==> src/rtl/csa_word_sequencer_if.sv <==
// Operand/result handshake bundle between the operand source and csa_word_sequencer.
// master = operand source / result consumer, slave = sequencer.
interface csa_word_sequencer_if #(
    parameter int NIBBLES = 4
) ();
    localparam int W = 4 * NIBBLES;

    logic         start;
    logic         op_sub;
    logic [W-1:0] a;
    logic [W-1:0] b;
    logic         ready;
    logic         busy;
    logic         done;
    logic [W-1:0] result;
    logic         cout;
    logic         ovf;

    modport master (
        output start, op_sub, a, b,
        input  ready, busy, done, result, cout, ovf
    );

    modport slave (
        input  start, op_sub, a, b,
        output ready, busy, done, result, cout, ovf
    );
endinterface

==> src/rtl/csa_word_sequencer.sv <==
// Wide add/subtract built by issuing one nibble per clock to an external 4-bit
// carry-select adder slice, LSB nibble first, with the carry chained through a flop.
module csa_word_sequencer #(
    parameter int NIBBLES = 4
) (
    input  logic                clk,
    input  logic                rst,
    csa_word_sequencer_if.slave bus,
    output logic [3:0]          csa_a,
    output logic [3:0]          csa_b,
    output logic                csa_cin,
    input  logic [3:0]          csa_s,
    input  logic                csa_cout
);

    localparam int                 IDX_W    = $clog2(NIBBLES);
    localparam logic [IDX_W-1:0]   LAST_IDX = IDX_W'(NIBBLES - 1);
    localparam logic [IDX_W-1:0]   IDX_ONE  = IDX_W'(1);

    typedef enum logic [1:0] {
        ST_IDLE = 2'd0,
        ST_RUN  = 2'd1,
        ST_DONE = 2'd2
    } state_e;

    state_e                    state_q, state_d;
    logic [IDX_W-1:0]          idx_q, idx_d;
    logic                      carry_q, carry_d;
    logic [NIBBLES-1:0][3:0]   a_q, a_d;
    logic [NIBBLES-1:0][3:0]   b_q, b_d;
    logic [NIBBLES-1:0][3:0]   result_q, result_d;
    logic                      cout_q, cout_d;
    logic                      ovf_q, ovf_d;

    always_comb begin
        // NOTE: every signal written here gets a default first, so no path can infer a latch.
        state_d  = state_q;
        idx_d    = idx_q;
        carry_d  = carry_q;
        a_d      = a_q;
        b_d      = b_q;
        result_d = result_q;
        cout_d   = cout_q;
        ovf_d    = ovf_q;
        csa_a    = 4'h0;
        csa_b    = 4'h0;
        csa_cin  = 1'b0;

        unique case (state_q)
            ST_IDLE, ST_DONE: begin
                if (bus.start) begin
                    // Subtraction is A + ~B + 1: invert B here and seed the carry with 1.
                    a_d      = bus.a;
                    b_d      = bus.op_sub ? ~bus.b : bus.b;
                    carry_d  = bus.op_sub;
                    idx_d    = '0;
                    result_d = '0;
                    state_d  = ST_RUN;
                end else if (state_q == ST_DONE) begin
                    state_d = ST_IDLE;
                end
            end

            ST_RUN: begin
                csa_a          = a_q[idx_q];
                csa_b          = b_q[idx_q];
                csa_cin        = carry_q;
                result_d[idx_q] = csa_s;
                carry_d        = csa_cout;
                idx_d          = idx_q + IDX_ONE;
                if (idx_q == LAST_IDX) begin
                    // Overflow compares against the effective (possibly inverted) B sign.
                    cout_d  = csa_cout;
                    ovf_d   = (a_q[NIBBLES-1][3] == b_q[NIBBLES-1][3]) &&
                              (csa_s[3] != a_q[NIBBLES-1][3]);
                    idx_d   = '0;
                    state_d = ST_DONE;
                end
            end

            default: state_d = ST_IDLE;
        endcase
    end

    // NOTE: sequential state uses non-blocking assignments so every flop samples pre-edge values.
    // NOTE: operand registers are reset too; they are only read in RUN, but this keeps them X-free.
    always_ff @(posedge clk or posedge rst) begin
        if (rst) begin
            state_q  <= ST_IDLE;
            idx_q    <= '0;
            carry_q  <= 1'b0;
            a_q      <= '0;
            b_q      <= '0;
            result_q <= '0;
            cout_q   <= 1'b0;
            ovf_q    <= 1'b0;
        end else begin
            state_q  <= state_d;
            idx_q    <= idx_d;
            carry_q  <= carry_d;
            a_q      <= a_d;
            b_q      <= b_d;
            result_q <= result_d;
            cout_q   <= cout_d;
            ovf_q    <= ovf_d;
        end
    end

    assign bus.busy   = (state_q == ST_RUN);
    assign bus.ready  = (state_q != ST_RUN);
    assign bus.done   = (state_q == ST_DONE);
    assign bus.result = result_q;
    assign bus.cout   = cout_q;
    assign bus.ovf    = ovf_q;

endmodule

==> src/flat_wrapper.sv <==
// flat-port wrapper written by rule: the top's interface ports become plain ports
module csa_word_sequencer_flat 
#(
    parameter int NIBBLES = 4
)
  (clk, rst, csa_a, csa_b, csa_cin, csa_s, csa_cout, bus_start, bus_op_sub, bus_a, bus_b, bus_ready, bus_busy, bus_done, bus_result, bus_cout, bus_ovf);
  csa_word_sequencer_if #(.NIBBLES(NIBBLES)) bus_i ();
  input  logic clk;
  input  logic rst;
  output logic [3:0] csa_a;
  output logic [3:0] csa_b;
  output logic csa_cin;
  input  logic [3:0] csa_s;
  input  logic csa_cout;
  input wire logic [$bits(bus_i.start)-1:0] bus_start;
  input wire logic [$bits(bus_i.op_sub)-1:0] bus_op_sub;
  input wire logic [$bits(bus_i.a)-1:0] bus_a;
  input wire logic [$bits(bus_i.b)-1:0] bus_b;
  output wire logic [$bits(bus_i.ready)-1:0] bus_ready;
  output wire logic [$bits(bus_i.busy)-1:0] bus_busy;
  output wire logic [$bits(bus_i.done)-1:0] bus_done;
  output wire logic [$bits(bus_i.result)-1:0] bus_result;
  output wire logic [$bits(bus_i.cout)-1:0] bus_cout;
  output wire logic [$bits(bus_i.ovf)-1:0] bus_ovf;
  assign bus_i.start = bus_start;
  assign bus_i.op_sub = bus_op_sub;
  assign bus_i.a = bus_a;
  assign bus_i.b = bus_b;
  assign bus_ready = bus_i.ready;
  assign bus_busy = bus_i.busy;
  assign bus_done = bus_i.done;
  assign bus_result = bus_i.result;
  assign bus_cout = bus_i.cout;
  assign bus_ovf = bus_i.ovf;
  csa_word_sequencer #(.NIBBLES(NIBBLES)) u_core (.clk(clk), .rst(rst), .bus(bus_i), .csa_a(csa_a), .csa_b(csa_b), .csa_cin(csa_cin), .csa_s(csa_s), .csa_cout(csa_cout));
endmodule
==> config.mk <==
export PLATFORM = sky130hd
export DESIGN_NAME = csa_word_sequencer_flat
export DESIGN_NICKNAME = d
export VERILOG_FILES = /design/src/rtl/csa_word_sequencer_if.sv /design/src/rtl/csa_word_sequencer.sv /design/src/flat_wrapper.sv
export SDC_FILE = /design/constraint.sdc
export NUM_CORES = 1
export LEC_CHECK = 0
export CORE_AREA = 5 5 94 96
export CTS_CLUSTER_DIAMETER = 60
export DETAILED_ROUTE_END_ITERATION = 16
export DIE_AREA = 0 0 99 101
export GPL_ROUTABILITY_DRIVEN = 0
export PLACE_DENSITY = 0.74
export SYNTH_ARGS = -nofsm -noshare
export SYNTH_HDL_FRONTEND = slang
export SYNTH_SLANG_ARGS = --single-unit
==> constraint.sdc <==
create_clock -name clk -period 1.7 [get_ports clk]
set_clock_uncertainty 0.05 [all_clocks]
set_input_delay 0.34 -clock clk [delete_from_list [all_inputs] [get_ports clk]]
set_output_delay 0.34 -clock clk [all_outputs]
set_load 0.02 [all_outputs]
Word level (Yosys, flattened, before mapping):

Cells that the tools add are included.

* add/sub/neg operators: 1
* $mul: 0
* divide/modulo/power cells: 0
* $lt $le $gt $ge: 2
* equality and inequality tests: 9
* shift operators: 0
* mux-type cells: 22
* bitwise gates (word level): 1
* reductions and logical operators: 9

Operators with widths (count)
* 16-bit two-way mux: 2
* 16-bit one-hot mux with 2 select lines: 1
* 4-bit two-way mux: 5
* 4-bit binary-select mux with 2-bit select: 2
* 16-bit bitwise mux: 1
* 16-bit inverter: 1
* 2-bit two-way mux: 5
* 4-bit demux with 2-bit select: 1
* 2-bit one-hot mux with 2 select lines: 2
* 2-bit AND reduction: 4
* 2-bit equality test (second input constant): 2
* 2-bit by 1-bit inequality test with 1-bit output (second input constant): 2
* 2-bit by 3-bit less-than comparator with 1-bit output (second input constant): 1
* 3-bit inequality test (second input constant): 1
* 2-bit by 1-bit adder with 2-bit output (second input constant): 1
* 2-bit by 1-bit equality test with 1-bit output (second input constant): 1
* 2-bit by 1-bit greater-or-equal comparator with 1-bit output (second input constant): 1
* 1-bit logical AND: 2
* 2-bit zero test: 1
* 1-bit two-way mux: 2
* 2-bit inequality test (second input constant): 1
* 1-bit one-hot mux with 2 select lines: 1
* 2-bit nonzero test: 1
* 2-bit OR reduction: 1
* 2 further kinds: 2

* bits in registers: 55
* bits in latches: 0
* bits in writable memories: 0
* memory bits (read-only): 0
* bits of input ports: 41
* output and inout port bits: 30
* word-level logic and storage cells: 61
* memories: 0

Longest topological paths before layout:

Gate-level depths: netlist of run 1.

* depth after elaboration: 6
* mapped depth: 6
* depth with buffers taken out: 5

Least setup slack after synthesis of run 1:

Ideal clock, no wire load.

* path type: register -> output
* from: reg u_core.idx_q[0]
* to: out csa_b[3]
* arrival time: 1295 ps
* slack: 15 ps
* cell stages (with the launch flop): 4
* path through: dfrtp_1 > buf_6 > mux4_2 > and2_1

* word-level cells in the longest chain between the ends: 3

RTL lines
* start: declaration: RTL line csa_word_sequencer.sv:27 `logic [IDX_W-1:0] idx_q, idx_d;`
* start signal: assignment: RTL line csa_word_sequencer.sv:99 `idx_q <= idx_d;`
* 4-bit binary-select mux with 2-bit select: RTL line csa_word_sequencer.sv:66 `csa_b = b_q[idx_q];`
* 4-bit two-way mux (not written as such): RTL line csa_word_sequencer.sv:66
* 4-bit two-way mux: RTL line csa_word_sequencer.sv:49 `unique case (state_q)`
* end: declaration: RTL line flat_wrapper.sv:11 `output logic [3:0] csa_b;`

Every way passes these cells. The select of a mux whose other input is x is not followed.

Worst setup path in the final report of run 1:

Same ends and word-level chain as after synthesis.

==> metrics.txt, run 1 <==
initial antenna violation count=0; design area=3810 um^2; crit path DAT=1610 ps; Detail Route Antenna Nets=0; Fin. Hold Viols=0; Pleak=1.90 nW; Synth Instances=222; number of max-cap violations=0; CTS root buffer=clkbuf_8; worst setup margin=-304 ps; DIE AREA=10000 um^2; pwr/cell area=1770 nW/um^2; number of global-route vias before repair=1933; slowest CP cell=mux4_2; CTS tree=built; synth warn=0; kind of cell adding the most delay to the critical path=multiplexers; DRC viols=0; kind of end point of the critical path=output port; crit share post-route=1.18; GRT Total Usage=0.122; Layout area overhead=43.0%; Worst-Skew Late Latency=300 ps; status=complete, but fails checks; Die Ht=101 um; combinational power share=0.540; maximum fanout along the worst path=5; Synth area leaders=dfrtp_1, mux2_4, o21ai_0; H-tree depth=2; sequential power share=0.328; Crit path depth=4; Mapped Area=2670 um^2; first-pass GRT wire length=9670 um; HPWL Detailed=4450 um; #FFs+latches synth=55; Nets=357; CTS buffer count=5; critical path startpoint category=flop; Slew headroom=0.803; P_sw=0.00236 W; Die Wd=99 um; postcts setup bufs=0; Sw Share=0.349; Core Box Area=7970 um^2; worst hold margin=269 ps; Buf/Inv on CP=2; via count=1909; area leader, netlist=dfrtp_1; # diodes=0; Yosys top cell area share=0.516; critical path class=reg -> out; Via-to-Cell Ratio=4.58; CTS clk-pin slew, worst paths=100 ps; router iterations before antenna repair=4; Unique masters post-synth=26; Initial Util=0.334; Critical Path RT=1310 ps; # IOs=71; layout cell share with drive strength beyond 1=0.263; CTS max path bufs=2; setup TNS=-2300 ps; Max VDD drop=0.542 mV; Hold/Removal Path Class=in -> async; Mean Syn Cell Area=12.0 um^2; Clock Power Share=0.132; crit path time final=2000 ps; failing checks=setup timing; Area after DPL=3630 um^2; total wire length=5960 um; FP Rows=33; pin count of the biggest net entering global routing=31; Critical Path, Cell by Cell=buf_6 > mux4_2 > and2_4 > buf_6; Max Slew Vio Count=0; Post-Syn Nets=268; Setup Viol. Count Final=8; initial DRC count=64; wire per inst=14.3 um; worst slew pin tran=294 ps; worst reg2reg path depth=7; RSZ-0062 raised after global routing=true; CP dominant cell by count=buf_6; GRT overflow=0; CP peak stage delay=500 ps; sequential share of the synthesized area=0.516; Internal Pwr Total=0.00440 W; Sinks on Clock Net=55; # port buffers=70; fmax=499 MHz
[sequential cells by signal, indices dropped and copies added (netlist names)]
name	count
u_core.b_q	16
u_core.bus.cout	1
u_core.state_q	2
u_core.carry_q	1
u_core.idx_q	2
u_core.bus.ovf	1
u_core.a_q	16
u_core.bus.result	16
[worst paths after layout]
| path | startpoint | to | slack (ps) |
|---|---|---|---|
| worst max-delay path | u_core.idx_q[0]$_DFFE_PP0P_ | csa_b[3] | -300 |
| worst min-delay path | rst | u_core.bus.result[6]$_DFFE_PP0P_ | 270 |
| worst max register to register | u_core.idx_q[0]$_DFFE_PP0P_ | u_core.bus.result[2]$_DFFE_PP0P_ | 100 |
| worst min register to register | u_core.b_q[10]$_DFFE_PP0P_ | u_core.b_q[10]$_DFFE_PP0P_ | 440 |
| max in group asynchronous | rst | u_core.b_q[7]$_DFFE_PP0P_ | 920 |
| min in group clk | u_core.b_q[10]$_DFFE_PP0P_ | u_core.b_q[10]$_DFFE_PP0P_ | 440 |
[routing by layer]
| metal | track usage | vias to the layer above | routed length, um |
|---|---|---|---|
| met3 | 0.0450 | 2 | 392 |
| met5 | 0 | - | 0 |
| met4 | 0.0315 | 0 | 18 |
| met2 | 0.198 | 54 | 2860 |
| met1 | 0.155 | 909 | 2690 |
| li1 | - | 944 | - |
[logic make-up after synthesis]
kind of cell,after synthesis,share of synthesized area
adder cells (fa/ha/maj),5,0.0235
AO/OA/AOI/OAI,37,0.0718
multiplexers,26,0.168
flip-flops,55,0.516
XOR/XNOR,16,0.0526
buffers and inverters,24,0.0596
AND/OR/NAND/NOR,59,0.108
[through the flow]
stage               instances   util  setup WS (ps)  total power, W
floorplan                 222      -           15.2         0.00433
global placement          408  0.456           -426         0.00569
detailed placement        408  0.456           -409         0.00576
CTS                       416  0.474           -343         0.00686
global route              417  0.478           -390         0.00722
finish                    417  0.478           -304         0.00676
[synth_stat cells, drive strengths merged]
cell type	instances
o22ai	2
xnor2	16
nand3b	4
nand2	24
o31ai	1
clkbuf	2
nor2b	1
nand2b	3
buf	12
o21ai	33
inv	10
nand3	18
nor2	1
mux2	18
mux4	8
ha	5
and2	8
dfrtp	55
a31oi	1
[cells in the final DEF, fill, tap and decap left out]
cell and instances:
nand2_1 24, mux4_2 8, xnor2_1 16, bufinv_16 1
o31ai_1 1, nand2b_2 1, nand3b_1 5, inv_4 1
clkdlybuf4s50_1 43, and2_4 8, o22ai_1 2, clkinv_2 1
nor2b_1 1, mux2_4 16, dlymetal6s2s_1 14, ha_1 5
buf_12 5, buf_2 3, buf_4 19, o21ai_0 33
clkbuf_8 6, buf_6 10, clkinvlp_4 1, nand3_1 18
a31oi_1 1, dlygate4sd2_1 1, dfrtp_1 55, nor2_1 1
mux2_2 2, nand2b_1 2, inv_1 8
[power by group through the flow]
stage | registers [W] | clock network, W | logic (W)
after floorplan | 0.00239 | 0 | 0.00194
after global placement | 0.00223 | 0 | 0.00346
after detailed placement | 0.00225 | 0 | 0.00351
after CTS | 0.00223 | 0.000915 | 0.00371
after global routing | 0.00229 | 0.000978 | 0.00395
final | 0.00222 | 0.000893 | 0.00365
[area by class of cell]
type | instances | area, um^2
clock inverter | 2 | 35.0
sequential | 55 | 1380
clock buffer | 6 | 82.6
fill | 727 | 4160
multi-input combinational | 144 | 1160
timing repair buffer | 95 | 985
inverter | 10 | 43.8
tap | 105 | 131
[timing repair]
item | 4_1_cts | 5_1_grt
gates cloned | 0 | 1
hold buffers | 0 | 0
pin swaps | 8 | 3
gates resized for setup | 77 | 15
setup endpoints to repair | 13 | 28
endpoints found under the hold margin | 0 | 0
(Power assumes the default switching activity.)
==> run 2, diff against run 1 <==
- CTS_CLUSTER_DIAMETER: 60 -> 40
==> results of run 2 <==
Same layout as run 1: the final DEF is identical, and so are final timing and power.
==> run 3, diff against run 2 <==
- CORE_AREA: 5 5 94 96 -> 4 4 93 95
- DIE_AREA: 0 0 99 101 -> 0 0 97 99
==> metrics.txt, run 3 (synthesis gave the netlist of run 1 again) <==
status=complete, but fails checks; failing checks=setup timing; CTS buffer count=5; met2 Use GR=0.210; RSZ-0062 raised after global routing=true; Die Ht=99 um; H-tree depth=2; Max Slew Vio Count=0; maximum fanout along the worst path=4; total wire length=6070 um; GRT Total Usage=0.130; pwr/cell area=1760 nW/um^2; fmax=493 MHz; # IOs=71; Die Wd=97 um; CTS tree=built; worst setup margin=-327 ps; fillers=729; DIE AREA=9600 um^2; Fin. Hold Viols=0; Max VDD drop=0.632 mV; CTS root buffer=clkbuf_8; most frequent cells in the layout=dfrtp_1, clkdlybuf4s50_1, o21ai_0, nand2_1; fin cells=412; layout cell share with drive strength beyond 1=0.265; Critical Path RT=1310 ps; wire per inst=14.7 um; Nets=355; CTS max path bufs=2; DP Cell Count=403; GR Layer Usage met3=0.0347; crit path DAT=1640 ps; crit path time final=2030 ps; FP Rows=32; worst slew pin tran=323 ps; Sequential cell area=1380 um^2; Layout area overhead=41.2%; GRT busiest layer=met2; critical path startpoint category=flop; worst reg2reg path depth=5; router iterations before antenna repair=4; kind of end point of the critical path=output port; HPWL Detailed=4500 um; crit share post-route=1.19; number of max-cap violations=0; Hold/Removal Path Class=in -> async; total power=0.00661 W; first-pass GRT wire length=10200 um; # diodes=0; critical path class=reg -> out; worst hold margin=381 ps; via count=1902; Via-to-Cell Ratio=4.62; setup TNS=-2400 ps; R2R setup slack=220 ps; Worst-Skew Late Latency=300 ps; GRT overflow=0; initial antenna violation count=0; Sinks on Clock Net=55; met1 usage=0.176; # port buffers=70; Core Box Area=7730 um^2; RR Endpoint=u_core.bus.result[12]$_DFFE_PP0P_; Post-CTS Hold Buffers=0; Slew headroom=0.784; commonest non-fill, non-tap cell in the layout=dfrtp_1; CTS clk-pin slew, worst paths=100 ps; DRC viols=0; Setup Viol. Count Final=8; number of global-route vias before repair=2078; initial DRC count=47; multi-input logic area=1160 um^2; Detail Route Antenna Nets=0; Post-Route Utilization=0.487; pin count of the biggest net entering global routing=33; Pleak=1.90 nW; r2r startpoint=u_core.idx_q[0]$_DFFE_PP0P_; Initial Util=0.345
run 3: what timing repair did:
action,in CTS,in global routing
buffers inserted,1,0
pin swaps,8,0
resized for setup,77,19
gates cloned,0,0
endpoints found under the setup margin,12,26
run 3: metrics by stage:
step	instance area (um^2)	setup WS, ps
finish	3760	-327
global placement	3600	-455
global route	3760	-383
CTS	3720	-357
detailed placement	3600	-464
floorplan	2670	15.2
run 3: cell type report:
class,instances,area share
flip-flops and latches,55,0.366
clock inverters,1,0.00133
clock buffers,7,0.0203
repair buffers,94,0.259
well taps,102,0.0339
inverters,10,0.0116
multi-input cells,143,0.308
run 3: worst max-delay path by stage:
| stage | cells after the start | to | from |
|---|---|---|---|
| floorplan | 3 | csa_b[3] | u_core.idx_q[0]$_DFFE_PP0P_ |
| global placement | 4 | csa_b[3] | u_core.idx_q[0]$_DFFE_PP0P_ |
| detailed placement | 4 | csa_b[0] | u_core.idx_q[0]$_DFFE_PP0P_ |
| CTS | 4 | csa_b[0] | u_core.idx_q[0]$_DFFE_PP0P_ |
| global route | 4 | csa_b[0] | u_core.idx_q[0]$_DFFE_PP0P_ |
| finish | 4 | csa_b[0] | u_core.idx_q[0]$_DFFE_PP0P_ |
run 3: metal layers:
metal | wire, um | vias to the layer above
met2 | 2920 | 57
met5 | 0 | -
met3 | 378 | 5
met1 | 2720 | 917
li1 | - | 923
met4 | 41 | 0
run 3: power breakdown:
part           internal (W)  switching, W  total, W
combinational       0.00204       0.00164   0.00367
sequential          0.00191      0.000340   0.00225
clock              0.000290      0.000396  0.000687
total               0.00424       0.00237   0.00661
run 3: critical path, stage by stage (launching register included):
cell     delay, ps
dfrtp_2        420
buf_6          140
mux4_2         500
and2_4         150
buf_6          120
==> edit, RTL diff (settings of run 3) <==
`NIBBLES` is set to 4 in 3 places; all go to 2.
--- a/src/rtl/csa_word_sequencer_if.sv
+++ b/src/rtl/csa_word_sequencer_if.sv
@@ -1,7 +1,7 @@
 // Operand/result handshake bundle between the operand source and csa_word_sequencer.
 // master = operand source / result consumer, slave = sequencer.
 interface csa_word_sequencer_if #(
-    parameter int NIBBLES = 4
+    parameter int NIBBLES = 2
 ) ();
     localparam int W = 4 * NIBBLES;
 
--- a/src/rtl/csa_word_sequencer.sv
+++ b/src/rtl/csa_word_sequencer.sv
@@ -1,7 +1,7 @@
 // Wide add/subtract built by issuing one nibble per clock to an external 4-bit
 // carry-select adder slice, LSB nibble first, with the carry chained through a flop.
 module csa_word_sequencer #(
-    parameter int NIBBLES = 4
+    parameter int NIBBLES = 2
 ) (
     input  logic                clk,
     input  logic                rst,
--- a/src/flat_wrapper.sv
+++ b/src/flat_wrapper.sv
@@ -1,7 +1,7 @@
 // flat-port wrapper written by rule: the top's interface ports become plain ports
 module csa_word_sequencer_flat 
 #(
-    parameter int NIBBLES = 4
+    parameter int NIBBLES = 2
 )
   (clk, rst, csa_a, csa_b, csa_cin, csa_s, csa_cout, bus_start, bus_op_sub, bus_a, bus_b, bus_ready, bus_busy, bus_done, bus_result, bus_cout, bus_ovf);
   csa_word_sequencer_if #(.NIBBLES(NIBBLES)) bus_i ();
Interface: changed (resized bus_a, bus_b and bus_result); port bits go from 71 to 47. The function was not compared with the original's and may differ.
==> edit against run 3 <==
Hold slack better by 0.016 ns. Sequential power decreased by 46%. Routed wire length down 43%. Synthesized cell count fell by 41%. Largest power group unchanged. Maximum frequency up 23%. Area after synthesis down 48%. Total power fell by 40%. Critical path type unchanged. Worst setup slack improved by 0.37 ns. Sequential cell count decreased by 25. Via count fell by 43%. Global-route usage is 5.3 points lower. Final area down 43%.
==> edit: results (changes against run 3) <==
global_route:
  grt_max_degree: 31  # -6.1%
  grt_pass1_wl_um: 5800  # -43%
  gr-usage-all-layers_pct: 7.67  # -5.3 points
finish:
  stdcell_count: 295  # -28%
  inv_count: 8  # -2
  buf_share_pct: 24.9  # -0.98 points
  num-multi-input-gates: 85  # -41%
  clkbuf_count: 6  # -1
  multi_input_area_um2: 563  # -51%
  clock_area_share_pct: 6.64  # +4.5 points
  nFillCells: 814  # +12%
  nNetsFinal: 217  # -39%
  drive_above_1_share_pct: 24.9  # -1.6 points
  n_all_buffers: 62  # -34%
placed_design:
  hpwl_um: 2650  # -41%
  placed_cells: 287  # -29%
  placed_area_um2: 2040  # -43%
clock_network:
  clk_pin_slew_ns: 0.07  # -0.03 ns
yosys:
  syn-num-nets: 156  # -42%
  seq_area_frac_synth_pct: 54.1  # +2.4 points
  synth_xor_area_share_pct: 5.05  # -0.21 points
  synthTopCellsByCount: "dfrtp_1 (30), o21ai_0 (19), nand2_1 (17), nor2_1 (9)"
  synth_fa_ha_area_share_pct: 0  # -2.3 points
  synthMuxAreaShare_pct: 13.6  # -3.2 points
  synth.distinct_cells: 22  # -15%
setup_path:
  critPathMaxFanout: 5  # +1
  cp-endpoint: "csa_a[2]"
  slowest_delay_ns: 0.37  # -0.13 ns
  ff2ff_setup_slack_ns: 0.25  # +0.03 ns
  r2r_end: "u_core.bus.result[3]"
  cp.arrival_ns: 1.26  # -0.38 ns
  cp-startpoint: "u_core.idx_q"
outcome:
  outcome: "finished clean"
detailed_routing:
  drt-total-wl_um: 3470  # -43%
  wl_met3_um: 222  # -41%
  vias: 1083  # -43%
  drtIter0Drc: 41  # -13%
timing:
  hold_slack_ns: 0.397  # +0.0163 ns
==> edit: cell count changes after synthesis, sizes merged, moves of 9 or more <==
cell,delta
dfrtp,-25
o21ai,-14
mux2,-9
nand3,-13
==> edit: repair_timing <==
item                       4_1_cts  5_1_grt
setup buffers                    0        0
pin swaps                        0        1
setup endpoints to repair       12        7
gates resized for setup         46        5
==> edit: layer usage <==
| layer | track usage [%] | up-vias |
|---|---|---|
| met1 | 8.54 | 494 |
| met5 | 0 | - |
| met2 | 12.6 | 31 |
| met3 | 3.18 | 6 |
| met4 | 3.89 | 0 |
| li1 | - | 552 |
==> edit: worst min-delay path, stage by stage <==
cell and delay (ns):
clkdlybuf4s50_1 0.40, inv_1 0.05, buf_4 0.35
==> edit: power groups by stage <==
stage	logic, W	clock network [W]	registers, W
final	0.00188	0.000889	0.00121
after global routing	0.00208	0.000959	0.00124
after CTS	0.00192	0.000926	0.00121
after detailed placement	0.00203	0	0.00122
after global placement	0.00200	0	0.00120
after floorplan	0.00100	0	0.00130
